`src/rtl/pll_reset_seq.sv`:
```
`default_nettype none
// ============================================================================
// Module      : pll_reset_seq
// Description : PLL-domain reset sequencer. It waits for lock to be stable,
//               holds reset, then releases sys_rst_n. It also counts lock losses.
// Revision    : 1.0 - initial release
// ============================================================================
module pll_reset_seq #(
    parameter int SYNC_STAGES = 2,
    parameter int LOCK_STABLE = 1024,
    parameter int HOLD_CYCLES = 16
) (
    input  logic       clk,
    input  logic       rst_n,
    input  logic       locked,
    output logic       sys_rst_n,
    output logic [2:0] state,
    output logic       loss_pulse,
    output logic [7:0] loss_cnt
);

    localparam int C_CNT_MAX = (LOCK_STABLE > HOLD_CYCLES) ? LOCK_STABLE : HOLD_CYCLES;
    localparam int C_CNT_W   = (C_CNT_MAX > 1) ? $clog2(C_CNT_MAX) : 1;
    localparam logic [C_CNT_W-1:0] C_STABLE_LAST = C_CNT_W'(LOCK_STABLE - 1);
    localparam logic [C_CNT_W-1:0] C_HOLD_LAST   = C_CNT_W'(HOLD_CYCLES - 1);

    typedef enum logic [2:0] {
        ST_RESET     = 3'd0,
        ST_WAIT_LOCK = 3'd1,
        ST_STABLE    = 3'd2,
        ST_HOLD      = 3'd3,
        ST_RUN       = 3'd4
    } state_t;

    logic [1:0]             r_rst_sync;
    logic [SYNC_STAGES-1:0] r_lock_sync;
    state_t                 r_state;
    logic [C_CNT_W-1:0]     r_cnt;
    logic                   r_sys_rst_n;
    logic                   r_loss_pulse;
    logic [7:0]             r_loss_cnt;
    logic                   w_locked_s;

    assign w_locked_s = r_lock_sync[SYNC_STAGES-1];

    always_ff @(posedge clk or negedge rst_n) begin
        if (!rst_n) begin
            r_rst_sync  <= '0;
            r_lock_sync <= '0;
        end else begin
            r_rst_sync  <= {r_rst_sync[0], 1'b1};
            r_lock_sync <= {r_lock_sync[SYNC_STAGES-2:0], locked};
        end
    end

    // sys_rst_n is driven high exactly on the transitions whose next state is RUN.
    always_ff @(posedge clk or negedge rst_n) begin
        if (!rst_n) begin
            r_state      <= ST_RESET;
            r_cnt        <= '0;
            r_sys_rst_n  <= 1'b0;
            r_loss_pulse <= 1'b0;
            r_loss_cnt   <= 8'd0;
        end else begin
            r_sys_rst_n  <= 1'b0;
            r_loss_pulse <= 1'b0;
            case (r_state)
                ST_RESET: begin
                    if (r_rst_sync[1]) begin
                        r_state <= ST_WAIT_LOCK;
                    end
                end
                ST_WAIT_LOCK: begin
                    if (w_locked_s) begin
                        r_state <= ST_STABLE;
                        r_cnt   <= '0;
                    end
                end
                ST_STABLE: begin
                    if (!w_locked_s) begin
                        r_state <= ST_WAIT_LOCK;
                    end else if (r_cnt == C_STABLE_LAST) begin
                        r_state <= ST_HOLD;
                        r_cnt   <= '0;
                    end else begin
                        r_cnt <= r_cnt + 1'b1;
                    end
                end
                ST_HOLD: begin
                    if (!w_locked_s) begin
                        r_state <= ST_WAIT_LOCK;
                    end else if (r_cnt == C_HOLD_LAST) begin
                        r_state     <= ST_RUN;
                        r_sys_rst_n <= 1'b1;
                    end else begin
                        r_cnt <= r_cnt + 1'b1;
                    end
                end
                ST_RUN: begin
                    if (!w_locked_s) begin
                        r_state      <= ST_WAIT_LOCK;
                        r_loss_pulse <= 1'b1;
                        if (r_loss_cnt != 8'hFF) begin
                            r_loss_cnt <= r_loss_cnt + 8'd1;
                        end
                    end else begin
                        r_sys_rst_n <= 1'b1;
                    end
                end
                default: begin
                    r_state <= ST_RESET;
                end
            endcase
        end
    end

    assign sys_rst_n  = r_sys_rst_n;
    assign state      = r_state;
    assign loss_pulse = r_loss_pulse;
    assign loss_cnt   = r_loss_cnt;

endmodule
`default_nettype wire

```
`config.mk`:
```
export PLATFORM = sky130hd
export DESIGN_NAME = pll_reset_seq
export DESIGN_NICKNAME = d
export VERILOG_FILES = /design/src/rtl/pll_reset_seq.sv
export SDC_FILE = /design/constraint.sdc
export NUM_CORES = 1
export LEC_CHECK = 0
export CAP_MARGIN = 20
export CELL_PAD_IN_SITES_DETAIL_PLACEMENT = 1
export CELL_PAD_IN_SITES_GLOBAL_PLACEMENT = 1
export CORE_MARGIN = 2
export CORE_UTILIZATION = 30
export CTS_CLUSTER_DIAMETER = 40
export DETAILED_ROUTE_END_ITERATION = 8
export PLACE_DENSITY = 0.56
export REMOVE_ABC_BUFFERS = 1
export SYNTH_ARGS = -nofsm -noshare
export SYNTH_HDL_FRONTEND = slang
export SYNTH_SLANG_ARGS = --single-unit
```
`constraint.sdc`:
```
create_clock -name clk -period 2.35 [get_ports clk]
set_input_delay 0.47 -clock clk [delete_from_list [all_inputs] [get_ports clk]]
set_output_delay 0.47 -clock clk [all_outputs]
set_load 0.05 [all_outputs]
```
Yosys cells after proc, flatten, opt, wreduce, memory -nomap -nowiden
Index checks and enable logic that the tools add are counted.

cells by class
  add/sub/neg operators = 2
  multipliers = 0
  divide/modulo/power cells = 0
  $lt $le $gt $ge = 0
  equal/unequal tests = 15
  shifts and indexed selects = 0
  muxes and demuxes = 20
  bitwise gates (word level) = 1
  reduce and logical (&&, ||, !) cells = 5

operator list
  kind                                             count
  2-to-1 mux 10 bit                                5
  one-hot mux 10 bit (3 select lines)              1
  2-to-1 mux 3 bit                                 7
  one-hot mux 3 bit (5 select lines)               1
  != test 2 bit (second input constant)            6
  adder 10 x 1 -> 10 bit (second input constant)   1
  == test 10 bit (second input constant)           1
  == test 10 x 4 -> 1 bit (second input constant)  1
  AND reduction 5 bit                              2
  adder 8 x 1 -> 8 bit (second input constant)     1
  != test 8 bit (second input constant)            1
  == test 3 x 2 -> 1 bit (second input constant)   2
  != test 3 bit (second input constant)            2
  2-to-1 mux 1 bit                                 5
  == test 3 x 1 -> 1 bit (second input constant)   1
  == test 3 bit (second input constant)            1
  logical NOT 3 bit                                1
  AND reduction 3 bit                              1
  nonzero test 3 bit                               1
  one-hot mux 1 bit (2 select lines)               1
  NOT 1 bit                                        1

word-level totals
  register bits after elaboration = 27
  bits in latches = 0
  bits in writable memories = 0
  ROM bits = 0
  output and inout port bits = 13
  word-level logic and storage cells = 50
  memories = 0

Longest topological paths before layout
  depth after elaboration = 4
  gate-level depth with buffers = 7
  gate-level depth less buffers = 6

Least setup slack after synthesis
No wires, ideal clock.

  path kind = reg2reg
  start = reg r_state[1], in the netlist state[1]
  end = reg r_cnt[9]
  library setup time = 0.077 ns
  arrival = 1.902 ns
  slack = 0.370 ns
  stages on the path, launching flop included = 6
  buffers on the path = 1
  cell sequence = dfrtp_1 > buf_2 > nor2_1 > or3_1 > or4_1 > a21oi_1

on the way
  cells in the longest elaborated chain, start to end = 3
  elaborated cells on any way between the ends = 10
  those cells by class = 7 x eq/ne; 1 x mux; 2 x reduce/logical

RTL lines
  item                                                                     line  text
  start: declaration                                                       37    state_t r_state;
  start signal: assignment                                                 59    r_state <= ST_RESET;
  start signal: assignment                                                 70    r_state <= ST_WAIT_LOCK;
  start signal: assignment                                                 75    r_state <= ST_STABLE;
  == test 3 x 2 -> 1 bit / == test 3 x 1 -> 1 bit (equally long branches)  67    case (r_state)
  != test 2 bit (no line) / nonzero test 3 bit (equally long branches)     n/a
  AND reduction 5 bit (no line)                                            n/a
  end signal: assignment                                                   86    r_cnt <= r_cnt + 1'b1;
  end signal: assignment                                                   96    r_cnt <= r_cnt + 1'b1;
  end: declaration                                                         38    logic [C_CNT_W-1:0] r_cnt;

Several ways; a longest one is shown, not always the timed one.
A chain may end at the register's enable or synchronous reset.

Worst setup path in the final report
  start = reg r_state[0], in the netlist state[0]
  end = out state[0]

RTL lines
  item              line  text
  end: declaration  17    output logic [2:0] state,

No word-level cell between the ends.

==> key figures <==
CTS
  – CTS tree: done
  – CTS buffer count: 3
  – Hold bufs inserted after CTS: 0
  – Max Buffers Root-to-Sink: 2
  – CTS sink cnt: 27
  – H-tree lvl count: 1
  – Clock slew at reported path FFs: 0.09 ns
  – Post_cts resized: 0
  – Clk Latency, worst-skew pair: 0.28 ns
  – Root Buffer: clkbuf_8
  – Post-CTS setup buffers: 0

STA
  – Unrepaired setup endpoints after global routing: no
  – Slew margin rel.: 0.629
  – Setup WS post-layout: 0.179 ns
  – Final Max Tran Viols: 0
  – TNS Setup: 0 ns
  – # setup viols final: 0
  – Final min period: 2.17 ns
  – Final Hold Fails: 0
  – Achievable Freq: 461 MHz
  – Clk_skew: 0.00513 ns
  – Final period util: 0.924
  – Worst Max-Slew Pin Slew: 0.549 ns
  – Worst hold margin: 0.361 ns

Route
  – Drt pass-1 iters: 4
  – Final wirelength: 3010 um
  – # DRC: 0
  – Routed Antenna Nets: 0
  – Drt initial violations: 51
  – Via density per instance: 5.24
  – Via count: 1037
  – Wire per inst: 15.2 um

Worst setup path
  – Required time worst endpoint: 1.88 ns
  – Crit path max-delay family: buffers and inverters
  – Crit path buf inv count: 1
  – Setup crit start kind: register
  – Worst reg2reg path endpoint: r_cnt[8]
  – Critical path, cell by cell: clkdlybuf4s50_1
  – Critical Path End Type: output pin
  – Crit Path Class: register to output pin
  – Critical R2R Launch: r_cnt[1]
  – Worst R2R Setup Slack: 0.44 ns
  – Worst reg2reg path depth: 6
  – Max Fanout on Critical Path: 12
  – Crit-path slowest cell: clkdlybuf4s50_1
  – Max stage delay on crit path: 0.88 ns
  – Worst Path Arrival: 1.70 ns

Synth
  – Number of synthesized flops with an enable pin: 0
  – Mapped Cells: 129
  – Cell Area, Synth: 1320 um^2
  – Most used DFF post-synth: dfrtp_1
  – Post-Syn Area per Cell: 10.3 um^2
  – Yosys cell types: 39
  – Share of flip-flops with an asynchronous set or reset: 1.00
  – Sequential area share after synthesis: 0.510
  – Synth warn: 0
  – Seq cells post-synth: 27

Final layout
  – Fin nets: 152
  – Inserted Diodes: 0
  – Non-Filler Instances: 198
  – Final instance area: 1580 um^2
  – P&R area growth vs syn: 19.6%
  – Layout cells sized above 1: 0.0959

Power and ir drop
  – Max VDD drop: 264 uV
  – Power Density: 578 nW/um^2
  – Static Leak: 0.656 nW

Global routing
  – Initial antenna violation count: 0
  – Grt ovf: 0
  – GR Util All Layers: 0.136
  – Largest net degree at the start of global routing: 28
  – Global-route wire length before repair: 5340 um
  – Vias in the first global route: 1140

Floorplanning
  – Initial core utilization: 0.308
  – Die Y-Extent: 70.4 um
  – Die area: 4960 um^2
  – Core area: 4290 um^2
  – DIE WIDTH: 70.4 um
  – I/O pins: 16
  – Number of cell rows: 24

Placement
  – Placed cell areas: 1530 um^2
  – Pre-CTS setup slack: 0.427 ns
  – Detailed Place HPWL: 2190 um
  – Placed Cells: 194
  – Gpl congestion: 0.789
  – IO Port Bufs: 15

Run status
  – Run status: complete, no violations

Worst hold path
  – Hold_sp: r_rst_sync[0]
  – Hold endpoint: r_rst_sync[1]
  – Hold depth: 0
  – Worst Hold Class: register to register

Flow run
  – Max cap viols: 0
## cells in the final DEF (no fill, tap or decap), drive strengths merged, types with 3 or more instances in the layout
cell	instances
a21boi	3
or3	3
xor2	6
nor2	7
nand3	11
a21oi	8
nor4	3
o21ai	4
nor3	5
nand2	8
nand4	5
a31o	3
clkbuf	3
dfrtp	27
clkdlybuf4s50	15
inv	5
## registers in the layout, summed over array words and instances (netlist names)
signal,cells
r_lock_sync,2
r_rst_sync,2
state,3
loss_cnt,8
sys_rst_n,1
loss_pulse,1
r_cnt,10
## worst max-delay path by stage
stage               slack, ns  endpoint     start  cells after the start
floorplan                0.40  r_cnt[9]  state[0]                      4
global placement         0.43  r_cnt[0]  r_cnt[0]                      5
detailed placement       0.43  r_cnt[0]  r_cnt[1]                      5
CTS                      0.16  state[0]  state[0]                      1
global route             0.11  state[0]  state[0]                      1
finish                   0.18  state[0]  state[0]                      1
## synth_stat cells, types with 2 or more instances
cell / count / area, um^2
dfrtp_1: 27 / 676
nand3_1: 11 / 55.1
a21oi_1: 8 / 40.0
nand2_1: 8 / 30.0
nor2_1: 7 / 26.3
xor2_1: 6 / 52.6
inv_1: 5 / 18.8
nor3_1: 5 / 25.0
nand4_1: 4 / 25.0
a21boi_0: 3 / 22.5
a31o_2: 3 / 26.3
o21ai_0: 3 / 15.0
or3_1: 3 / 18.8
a32o_1: 2 / 20.0
clkbuf_1: 2 / 7.51
ha_1: 2 / 25.0
mux2_2: 2 / 22.5
nand2b_1: 2 / 12.5
nor2b_1: 2 / 12.5
nor4_1: 2 / 12.5
o311ai_0: 2 / 17.5
o31ai_1: 2 / 15.0
xnor2_1: 2 / 17.5
## final cells by class
| class | count | area [um^2] |
|---|---|---|
| flip-flops and latches | 27 | 676 |
| repair buffers | 17 | 165 |
| clock buffers | 3 | 41.3 |
| fillers | 498 | 2710 |
| inverters | 5 | 18.8 |
| well taps | 52 | 65.1 |
| clock inverters | 1 | 7.51 |
| multi-input cells | 93 | 609 |
## routing by layer
| layer | GRT usage | vias up | part of all wire | routed length (um) |
|---|---|---|---|---|
| met4 | 0.0406 | 0 | 0.015 | 44 |
| met1 | 0.169 | 514 | 0.47 | 1410 |
| met5 | 0 | - | 0 | 0 |
| met3 | 0.0361 | 6 | 0.027 | 81 |
| li1 | - | 504 | - | - |
| met2 | 0.230 | 13 | 0.49 | 1480 |
## kinds of logic after synthesis
group                      count (synthesis)  share of synthesized area
buffers and inverters                      9                     0.0293
xor gates and xnor gates                   8                     0.0529
muxes                                      2                     0.0170
DFF                                       27                      0.510
adders and majority gates                  2                     0.0189
AOI/OAI and AO/OA                         27                      0.144
other                                      1                    0.00283
and+or+nand+nor                           53                      0.225
## power by group
group	leakage (nW)	internal, mW	switching [mW]	total, mW
logic	0.272	0.0467	0.0796	0.126
registers	0.362	0.482	0.0322	0.514
clock network	0.0217	0.121	0.155	0.276
total	0.656	0.649	0.267	0.916
## stage by stage
stage | total power [mW] | util
after floorplan | 0.597 | -
after global placement | 0.647 | 0.357
after detailed placement | 0.652 | 0.357
after CTS | 0.936 | 0.369
after global routing | 0.971 | 0.369
final | 0.916 | 0.369
No activity file was read; power rests on OpenSTA's default activity.
